## config.mk

```make
export PLATFORM = sky130hd
export DESIGN_NAME = bomb_countdown_timer_flat
export DESIGN_NICKNAME = d
export VERILOG_FILES = /design/src/rtl/bomb_countdown_timer_if.sv /design/src/rtl/bomb_countdown_timer.sv /design/src/flat_wrapper.sv
export SDC_FILE = /design/constraint.sdc
export NUM_CORES = 1
export LEC_CHECK = 0
export BUFFER_PORTS_ARGS = -buffer_cell sky130_fd_sc_hd__buf_2
export CAP_MARGIN = 20
export CORE_AREA = 10 10 68 70
export CTS_BUF_LIST = sky130_fd_sc_hd__clkbuf_4 sky130_fd_sc_hd__clkbuf_8
export CTS_CLUSTER_SIZE = 40
export DETAILED_ROUTE_END_ITERATION = 16
export DIE_AREA = 0 0 78 80
export HOLD_SLACK_MARGIN = 0.1
export SLEW_MARGIN = 20
export SYNTH_ARGS = -nofsm -noshare
export SYNTH_HDL_FRONTEND = slang
export SYNTH_SLANG_ARGS = --single-unit
```

## constraint.sdc

```tcl
create_clock -name clk -period 1.8 [get_ports clk]
set_input_delay 0.18 -clock clk [delete_from_list [all_inputs] [get_ports clk]]
set_output_delay 0.18 -clock clk [all_outputs]
set_load 0.1 [all_outputs]
```

## src/rtl/bomb_countdown_timer_if.sv

```systemverilog
// bomb_countdown_timer_if
// Groups the control pulses, load bus and display-facing outputs of the
// countdown timer.
//
// Handshake semantics: there is no valid/ready flow control on this block.
// start, defuse and load are single-cycle pulses sampled on the rising edge
// of clk; pause is a level. Outputs are registered or decoded from the state
// register, so a consumer may sample them on any edge.
//
// Signals:
//   start, pause, defuse, load  control inputs to the timer
//   load_ten[2:0], load_one[3:0] digit values captured by load
//   one[3:0], ten[2:0]           current BCD digits
//   bomb, running, defused       decoded state flags
//   dbg_state[1:0]               raw FSM state (IDLE=0, RUN=1, EXPLODED=2, DEFUSED=3)
interface bomb_countdown_timer_if;
    logic       start;
    logic       pause;
    logic       defuse;
    logic       load;
    logic [2:0] load_ten;
    logic [3:0] load_one;
    logic [3:0] one;
    logic [2:0] ten;
    logic       bomb;
    logic       running;
    logic       defused;
    logic [1:0] dbg_state;

    modport master (
        output start, pause, defuse, load, load_ten, load_one,
        input  one, ten, bomb, running, defused, dbg_state
    );

    modport slave (
        input  start, pause, defuse, load, load_ten, load_one,
        output one, ten, bomb, running, defused, dbg_state
    );
endinterface

```

## src/rtl/bomb_countdown_timer.sv

```systemverilog
// bomb_countdown_timer
// Two-digit BCD countdown (tens 0-5, units 0-9) with a cycle prescaler that
// turns TICK_DIV clock cycles into one countdown step. Reaching 00 raises
// bomb; a defuse pulse freezes the count first.
//
// Ports:
//   clk  system clock, rising edge
//   rst  asynchronous active-high reset
//   bus  bomb_countdown_timer_if.slave (controls in, digits/flags out)
module bomb_countdown_timer #(
    parameter int TICK_DIV  = 1000,
    parameter int START_TEN = 5,
    parameter int START_ONE = 9
) (
    input logic                   clk,
    input logic                   rst,
    bomb_countdown_timer_if.slave bus
);
    localparam int PW = (TICK_DIV > 2) ? $clog2(TICK_DIV) : 1;
    localparam logic [PW-1:0] PRESC_LAST = PW'(TICK_DIV - 1);

    typedef enum logic [1:0] {
        IDLE     = 2'd0,
        RUN      = 2'd1,
        EXPLODED = 2'd2,
        DEFUSED  = 2'd3
    } state_t;

    state_t        state_q, state_n;
    logic [2:0]    ten_q, ten_n;
    logic [3:0]    one_q, one_n;
    logic [PW-1:0] presc_q, presc_n;

    logic [2:0] sat_ten;
    logic [3:0] sat_one;
    logic [2:0] dec_ten;
    logic [3:0] dec_one;

    // Loaded values are clamped so digits can never leave the BCD range.
    assign sat_ten = (bus.load_ten > 3'd5) ? 3'd5 : bus.load_ten;
    assign sat_one = (bus.load_one > 4'd9) ? 4'd9 : bus.load_one;

    // One countdown step with units borrow. Only used while the digits are
    // non-zero (RUN is never entered or kept at 00), so ten never underflows.
    always_comb begin
        dec_ten = ten_q;
        dec_one = one_q;
        if (one_q != 4'd0) begin
            dec_one = one_q - 4'd1;
        end else begin
            dec_one = 4'd9;
            dec_ten = ten_q - 3'd1;
        end
    end

    always_ff @(posedge clk or posedge rst) begin
        if (rst) begin
            state_q <= IDLE;
            ten_q   <= 3'(START_TEN);
            one_q   <= 4'(START_ONE);
            presc_q <= '0;
        end else begin
            state_q <= state_n;
            ten_q   <= ten_n;
            one_q   <= one_n;
            presc_q <= presc_n;
        end
    end

    always_comb begin
        state_n = state_q;
        ten_n   = ten_q;
        one_n   = one_q;
        presc_n = presc_q;
        case (state_q)
            IDLE: begin
                // load wins over a simultaneous start
                if (bus.load) begin
                    ten_n = sat_ten;
                    one_n = sat_one;
                end else if (bus.start) begin
                    presc_n = '0;
                    if (ten_q == 3'd0 && one_q == 4'd0) begin
                        state_n = EXPLODED;
                    end else begin
                        state_n = RUN;
                    end
                end
            end
            RUN: begin
                // defuse takes priority over a terminal tick in the same cycle
                if (bus.defuse) begin
                    state_n = DEFUSED;
                end else if (!bus.pause) begin
                    if (presc_q == PRESC_LAST) begin
                        presc_n = '0;
                        ten_n   = dec_ten;
                        one_n   = dec_one;
                        if (dec_ten == 3'd0 && dec_one == 4'd0) begin
                            state_n = EXPLODED;
                        end
                    end else begin
                        presc_n = presc_q + PW'(1);
                    end
                end
            end
            EXPLODED, DEFUSED: begin
                if (bus.load) begin
                    ten_n   = sat_ten;
                    one_n   = sat_one;
                    state_n = IDLE;
                end
            end
            default: state_n = IDLE;
        endcase
    end

    assign bus.one       = one_q;
    assign bus.ten       = ten_q;
    assign bus.bomb      = (state_q == EXPLODED);
    assign bus.running   = (state_q == RUN);
    assign bus.defused   = (state_q == DEFUSED);
    assign bus.dbg_state = state_q;
endmodule

```

## src/flat_wrapper.sv

```systemverilog
// flat-port wrapper written by rule: the top's interface ports become plain ports
module bomb_countdown_timer_flat 
#(
    parameter int TICK_DIV  = 1000,
    parameter int START_TEN = 5,
    parameter int START_ONE = 9
)
  (clk, rst, bus_start, bus_pause, bus_defuse, bus_load, bus_load_ten, bus_load_one, bus_one, bus_ten, bus_bomb, bus_running, bus_defused, bus_dbg_state);
  bomb_countdown_timer_if bus_i ();
  input logic clk;
  input logic rst;
  input wire logic [$bits(bus_i.start)-1:0] bus_start;
  input wire logic [$bits(bus_i.pause)-1:0] bus_pause;
  input wire logic [$bits(bus_i.defuse)-1:0] bus_defuse;
  input wire logic [$bits(bus_i.load)-1:0] bus_load;
  input wire logic [$bits(bus_i.load_ten)-1:0] bus_load_ten;
  input wire logic [$bits(bus_i.load_one)-1:0] bus_load_one;
  output wire logic [$bits(bus_i.one)-1:0] bus_one;
  output wire logic [$bits(bus_i.ten)-1:0] bus_ten;
  output wire logic [$bits(bus_i.bomb)-1:0] bus_bomb;
  output wire logic [$bits(bus_i.running)-1:0] bus_running;
  output wire logic [$bits(bus_i.defused)-1:0] bus_defused;
  output wire logic [$bits(bus_i.dbg_state)-1:0] bus_dbg_state;
  assign bus_i.start = bus_start;
  assign bus_i.pause = bus_pause;
  assign bus_i.defuse = bus_defuse;
  assign bus_i.load = bus_load;
  assign bus_i.load_ten = bus_load_ten;
  assign bus_i.load_one = bus_load_one;
  assign bus_one = bus_i.one;
  assign bus_ten = bus_i.ten;
  assign bus_bomb = bus_i.bomb;
  assign bus_running = bus_i.running;
  assign bus_defused = bus_i.defused;
  assign bus_dbg_state = bus_i.dbg_state;
  bomb_countdown_timer #(.TICK_DIV(TICK_DIV), .START_TEN(START_TEN), .START_ONE(START_ONE)) u_core (.clk(clk), .rst(rst), .bus(bus_i));
endmodule
```

==> flow_summary.yaml, run 1 <==
timing:
  finalCritPeriodShare_pct: 102
  fmaxAchievable_mhz: 543
  maxSlewViolCount: 0
  finalClockSkew_ns: 0.00308
  worst_slack_ns: -0.0421
  hold_slack_ns: 0.143
  setup_viol_count_final: 2
  slew-limit-headroom_pct: 67.6
  rsz_0062_raised_after_global_routing: "yes"
  min_period_ns: 1.84
  worstMarginPinSlew_ns: 0.490
  hold_viol: 0
min_path:
  type_of_the_worst_min_delay_path: "input pin to flip-flop"
  timing.hold.worst.start: "bus_load"
  worst_hold_path.num_cells: 2
  timing.hold.worst_endpoint: "u_core.bus.dbg_state[0]"
synthesis:
  synthDistinctLibCells: 43
  ys_top_cells_by_area: "sky130_fd_sc_hd__dfrtp_1 (30%), sky130_fd_sc_hd__dfstp_2 (8.3%), sky130_fd_sc_hd__a21oi_1 (6.3%)"
  synth_warnings: 0
  synthArstFlopShare_pct: 100
  synthesis.area_um2: 1260
  yosysSeqAreaShare_pct: 38.0
  syn-num-nets: 158
  ys_ff_latch: 19
  synth_top_area_share_pct: 29.7
  dominant_cell_by_count_in_the_synthesized_netlist: "sky130_fd_sc_hd__a21oi_1"
  synth.avg_cell_area_um2: 8.90
  synth.top_cells.by_count: "sky130_fd_sc_hd__a21oi_1 (16), sky130_fd_sc_hd__dfrtp_1 (15), sky130_fd_sc_hd__inv_1 (10), sky130_fd_sc_hd__nor2_1 (9), sky130_fd_sc_hd__nand2_1 (8)"
  number_of_synthesized_flops_with_an_enable_pin: 0
  synth.largest_area_cell: "sky130_fd_sc_hd__dfrtp_1"
  netlist_instances: 142
  dominantRegCellSynth: "sky130_fd_sc_hd__dfrtp_1"
placed_design:
  portBuffers: 24
  dp_hpwl_um: 2660
  dpl.cell_count: 222
  gp_congestion: 0.851
critical_path:
  cp-start-kind: "flip-flop"
  critical-path-max-stage-delay_ns: 0.51
  regToRegEndpoint: "u_core.presc_q[6]"
  worst_r2r_path_depth: 5
  crit_path_max_fanout: 3
  setup.worst_path.end_class: "flip-flop"
  slowest_cell_on_crit_path: "sky130_fd_sc_hd__a2111oi_1"
  reg2reg_setup_slack_ns: -0.04
  critPathKind: "flip-flop to flip-flop"
  worstPathArrival_ns: 2.05
  required_ns: 2.01
  crit_family: "compound AO/OA/AOI/OAI gates"
  critical_path_depth: 5
  buffer_and_inverter_count_on_the_worst_path: 1
  worst_r2r_startpoint: "u_core.bus.dbg_state[0]"
  crit_chain: "or3b_4 > a2111oi_1 > buf_4 > xnor2_1 > nor2_1"
global_route:
  grt_start_max_net_pins: 12
  grt_pass1_wl_um: 5910
  grtUsageTotal_pct: 11.4
  antenna_violations_before_repair: 0
  first_global_vias: 1286
  total_gr_overflow: 0
cts:
  cts-root-buf: "sky130_fd_sc_hd__clkbuf_4"
  cts_buf_count: 3
  clock_transition_at_path_regs_ns: 0.11
  clk_latency_ns: 0.30
  cts.path.max_buffers: 2
  tritoncts_clock_tree: "done"
  numClockSinks: 19
  ctsHtreeMaxLevel: 1
layout:
  layout-drive-gt1-share_pct: 38.8
  area.growth.synth_to_final_pct: 32.4
  ant_diodes: 0
  finalNetCount: 200
  finalNonFillerCells: 229
floorplan:
  boundaryPins: 25
  placeableCoreArea_um2: 3280
  floorplan.initialDensity_pct: 38.5
  fp.dieArea_um2: 6240
  chipWidth_um: 78
  die_h_um: 80
  fp-row-count: 21
power:
  combPwrFrac_pct: 66.2
  power.total_uw: 3020
  cell_internal_pwr_uw: 1250
  pwr_density_cell_nw_per_um2: 1800
  power.leakage_uw: 0.000723
  clock_power_share_pct: 8.0
  sw_frac_of_total_pct: 58.7
  vdd_drop_max_v: 0.000602
  sequentialPowerShare_pct: 25.8
  power_switching_uw: 1770
outcome:
  run_status: "finished with violations"
  violated_checks: "setup timing"
routing:
  wl_per_cell_um: 15.2
  totalWireLength_um: 3490
  dr_total_vias: 1266
  post-route-drc-count: 0
  vias_per_cell: 5.53
  ant_nets: 0
  detailedRoute.firstPassIterationCount: 5
  detailedRoute.firstIterationViolations: 79
run:
  cap_violations: 0
## worst max path at each step
| stage | start | end | slack [ns] |
|---|---|---|---|
| CTS | u_core.bus.dbg_state[0] | u_core.presc_q[6] | -0.03 |
| global route | u_core.bus.dbg_state[0] | u_core.presc_q[6] | -0.08 |
| detailed placement | u_core.bus.dbg_state[0] | u_core.presc_q[6] | -0.06 |
| finish | u_core.bus.dbg_state[0] | u_core.presc_q[6] | -0.04 |
| floorplan | u_core.bus.dbg_state[0] | u_core.presc_q[7] | -0.27 |
| global placement | u_core.bus.dbg_state[0] | u_core.presc_q[6] | -0.08 |
## state kept, by name, indices dropped and copies added (netlist names)
| register | cells |
|---|---|
| u_core.bus.one | 4 |
| u_core.presc_q | 10 |
| u_core.bus.dbg_state | 2 |
| u_core.bus.ten | 3 |
## final cells by class
class                      instances  area, um2
tap                               46       57.6
fill                             309       1610
clock buffer                       4       30.0
inverter                          11       46.3
timing repair buffer              43        280
sequential                        19        495
multi-input combinational        106        763
## cells by family (layout without fill, tap and decap cells)
group | count (synthesis) | after routing | synth area share (%)
AND/OR/NAND/NOR | 51 | 51 | 23.8
flip-flops | 19 | 19 | 38.0
adder cells (fa/ha/maj) | 3 | 3 | 2.97
XOR/XNOR | 3 | 3 | 2.08
buffers and inverters | 17 | 58 | 5.64
AO/OA/AOI/OAI | 49 | 49 | 27.5
## power groups by stage
stage / registers (uW) / logic [uW] / clock network, uW
after floorplan: 1460 / 848 / 0
after global placement: 777 / 1940 / 0
after detailed placement: 786 / 1960 / 0
after CTS: 777 / 1980 / 249
after global routing: 801 / 2120 / 267
final: 777 / 2000 / 242
## stage by stage
step / TNS, ns / util, % / setup slack, ns / instance area [um2]
detailed placement: -0.0606 / 48.7 / -0.0606 / 1600
global placement: -0.0779 / 48.7 / -0.0779 / 1600
finish: -0.0530 / 50.9 / -0.0421 / 1670
floorplan: -1.68 / - / -0.269 / 1320
global route: -0.276 / 50.9 / -0.0827 / 1670
CTS: -0.0564 / 50.5 / -0.0270 / 1660
## worst register-to-register path: cells and delay by family, from the launching register on
family	cells	cell delay [ns]
xor gates and xnor gates	1	0.11
and+or+nand+nor	2	0.44
DFF	1	0.49
buffers and inverters	1	0.19
AOI/OAI and AO/OA	1	0.51
## cell usage in the layout (no fill, tap or decap), types with 3 or more instances in the layout
cell type and instances:
sky130_fd_sc_hd__nand3_1 7, sky130_fd_sc_hd__dfrtp_2 3, sky130_fd_sc_hd__ha_1 3, sky130_fd_sc_hd__clkbuf_4 4
sky130_fd_sc_hd__nand2_1 8, sky130_fd_sc_hd__xnor2_1 3, sky130_fd_sc_hd__dfstp_2 3, sky130_fd_sc_hd__dfrtp_1 10
sky130_fd_sc_hd__nand4_1 3, sky130_fd_sc_hd__nor2_1 8, sky130_fd_sc_hd__a21oi_1 16, sky130_fd_sc_hd__inv_1 10
sky130_fd_sc_hd__buf_4 18, sky130_fd_sc_hd__a21o_1 3, sky130_fd_sc_hd__buf_2 23, sky130_fd_sc_hd__o21ai_0 5
sky130_fd_sc_hd__a211oi_1 4
## per-layer routing
metal / track usage (%) / part of all wire (%) / vias to the layer above
met5: 0 / 0 / -
met4: 4.12 / 1.2 / 0
li1: - / - / 613
met1: 12.6 / 42 / 622
met3: 2.59 / 4.9 / 4
met2: 20.7 / 52 / 27
## repair_timing
action / in CTS / in global routing
resized for setup: 2 / 5
setup buffers: 2 / 0
hold endpoints to repair: 5 / 0
setup endpoints to repair: 4 / 11
pin swaps: 2 / 2
hold buffers: 1 / 0
Note: power is estimated with default switching activity, not from simulation.
==> run 2, diff against run 1 <==
CTS_CLUSTER_SIZE = 30   (was 40)
clock period = 2.1 ns   (was 1.8 ns; I/O delays follow)
==> run 2 against run 1 <==
  * The flow now finishes without violations
  * Sequential power fell by 12%
  * Global-route usage is 0.52 points lower
  * Utilization decreased by 4.2 points
  * Hold slack better by 0.027 ns
  * Final area down 8.3%
  * Critical endpoint is now u_core.presc_q[7]
==> flow_summary.yaml, run 2 (synthesis gave the netlist of run 1 again) <==
outcome:
  run_status: "completed"
cts:
  ctsHtreeMaxLevel: 1
  clk_latency_ns: 0.31
  tritoncts_clock_tree: "done"
  cts.path.max_buffers: 2
  numClockSinks: 19
  cts_setup_buffers: 0
  cts-root-buf: "sky130_fd_sc_hd__clkbuf_4"
  cts_buf_count: 3
  clock_transition_at_path_regs_ns: 0.13
power:
  power.leakage_uw: 0.000662
  power_switching_uw: 1470
  vdd_drop_max_v: 0.000367
  clock_power_share_pct: 8.2
  sw_frac_of_total_pct: 61.2
  cell_internal_pwr_uw: 933
  pwr_density_cell_nw_per_um2: 1570
  sequentialPowerShare_pct: 28.6
  combPwrFrac_pct: 63.2
layout:
  largest_register_ff_count: 10
  finalNetCount: 189
  post-route-cell-area_um2: 1530
  registers.top_by_ff_count: "u_core.presc_q"
  area.growth.synth_to_final_pct: 21.4
  ant_diodes: 0
  multiInputGateArea_um2: 732
  layout-drive-gt1-share_pct: 29.1
  fillers: 315
  layout_common_cells: "sky130_fd_sc_hd__buf_2 (23), sky130_fd_sc_hd__a21oi_1 (16), sky130_fd_sc_hd__dfrtp_1 (13), sky130_fd_sc_hd__inv_1 (10), sky130_fd_sc_hd__nor2_1 (9)"
  seq_area_um2: 485
  mostFrequentLayoutCell: "sky130_fd_sc_hd__buf_2"
timing:
  finalClockSkew_ns: 0.0130
  fin_tns_setup_ns: 0
  finalCritPeriodShare_pct: 94.3
  slew-limit-headroom_pct: 49.1
  min_period_ns: 1.98
  setup_viol_count_final: 0
  fmaxAchievable_mhz: 505
  rsz_0062_raised_after_global_routing: "no"
  hold_viol: 0
  maxSlewViolCount: 0
  worstMarginPinSlew_ns: 0.763
placed_design:
  portBuffers: 24
  placed_cell_area_um2: 1490
  gp_congestion: 0.848
  dp_hpwl_um: 2560
floorplan:
  placeableCoreArea_um2: 3280
  boundaryPins: 25
  floorplan.initialDensity_pct: 38.5
  die_h_um: 80
  fp-row-count: 21
  fp.dieArea_um2: 6240
  chipWidth_um: 78
critical_path:
  slowest_cell_on_crit_path: "sky130_fd_sc_hd__dfrtp_4"
  cp-start-kind: "flip-flop"
  worstPathArrival_ns: 2.23
  required_ns: 2.35
  setup.worst_path.end_class: "flip-flop"
  crit_path_max_fanout: 11
  critPathKind: "flip-flop to flip-flop"
  crit_chain: "or3b_4 > a21o_1 > or4_1 > a21oi_1"
  critical-path-max-stage-delay_ns: 0.56
routing:
  vias_per_cell: 5.61
  dr_total_vias: 1222
  post-route-drc-count: 0
  detailedRoute.firstIterationViolations: 73
  wl_per_cell_um: 15.1
  totalWireLength_um: 3290
  ant_nets: 0
  detailedRoute.firstPassIterationCount: 4
global_route:
  grt_start_max_net_pins: 20
  grtUsageTotal_pct: 10.8
  grt_pass1_wl_um: 5680
  total_gr_overflow: 0
  first_global_vias: 1192
  antenna_violations_before_repair: 0
min_path:
  type_of_the_worst_min_delay_path: "input pin to flip-flop"
run:
  cap_violations: 0
## run 2: cell count changes in the layout (fill, tap and decap cells not counted), moves of 2 or more
cell and delta:
sky130_fd_sc_hd__dfrtp_1 +3, sky130_fd_sc_hd__a2111oi_2 -2, sky130_fd_sc_hd__buf_4 -11, sky130_fd_sc_hd__and2_2 -2
sky130_fd_sc_hd__and2_1 +3, sky130_fd_sc_hd__a2111oi_0 +2, sky130_fd_sc_hd__dfrtp_2 -2
## run 2: power by group through the flow
stage          combinational [uW]  clock, uW  sequential [uW]
2_1_floorplan                 705          0             1230
3_3_place_gp                 1510          0              686
3_5_place_dp                 1520          0              690
4_1_cts                      1520        204              683
5_1_grt                      1620        222              713
6_report                     1520        197              687
## run 2: area by class of cell
| cell class | instances | area share, % |
|---|---|---|
| multi-input cells | 106 | 47.7 |
| well taps | 46 | 3.75 |
| flip-flops and latches | 19 | 31.6 |
| clock buffers | 3 | 1.47 |
| inverters | 11 | 3.02 |
| clock inverters | 1 | 0.326 |
| repair buffers | 32 | 12.1 |
## run 2: worst max-delay path, delay by kind of cell (launching register included)
family / cells / cell delay, ns
and+or+nand+nor: 2 / 0.97
AOI/OAI and AO/OA: 2 / 0.39
DFF: 1 / 0.56
## run 2: through the flow
stage                     hold slack (ns)  util [%]  cells  setup WS [ns]  total power (uW)
after detailed placement            0.396      45.4    213          0.134              2210
after global placement              0.377      45.4    213          0.162              2200
after global routing                0.177      46.7    218         0.0174              2550
after CTS                           0.170      46.5    218         0.0841              2410
final                               0.170      46.7    218          0.120              2410
after floorplan                     0.158         -    142        0.00509              1940
## run 2: metal layers
layer  GRT usage, %  share of wire [%]  vias to the layer above
met5              0                  0                        -
met4           4.48                1.6                        0
met3           2.82                4.3                        6
met2           18.3                 47                       26
met1           12.7                 47                      591
li1               -                  -                      599
## run 2: timing repair
action	in CTS	in global routing
hold endpoints to repair	15	0
endpoints found under the setup margin	0	2
hold buffers	1	0
resized for setup	0	3
## run 2: path summary, 6_finish.rpt
check	from	end	slack (ns)	depth (start not counted)
min	bus_load	u_core.bus.dbg_state[0]	0.17	2
max	u_core.bus.dbg_state[0]	u_core.presc_q[7]	0.12	4
min in group asynchronous	rst	u_core.presc_q[7]	0.56	3
min reg2reg	u_core.presc_q[1]	u_core.presc_q[1]	0.53	2
max reg2reg	u_core.bus.dbg_state[0]	u_core.presc_q[7]	0.12	4
max in group asynchronous	rst	u_core.bus.dbg_state[0]	0.99	3
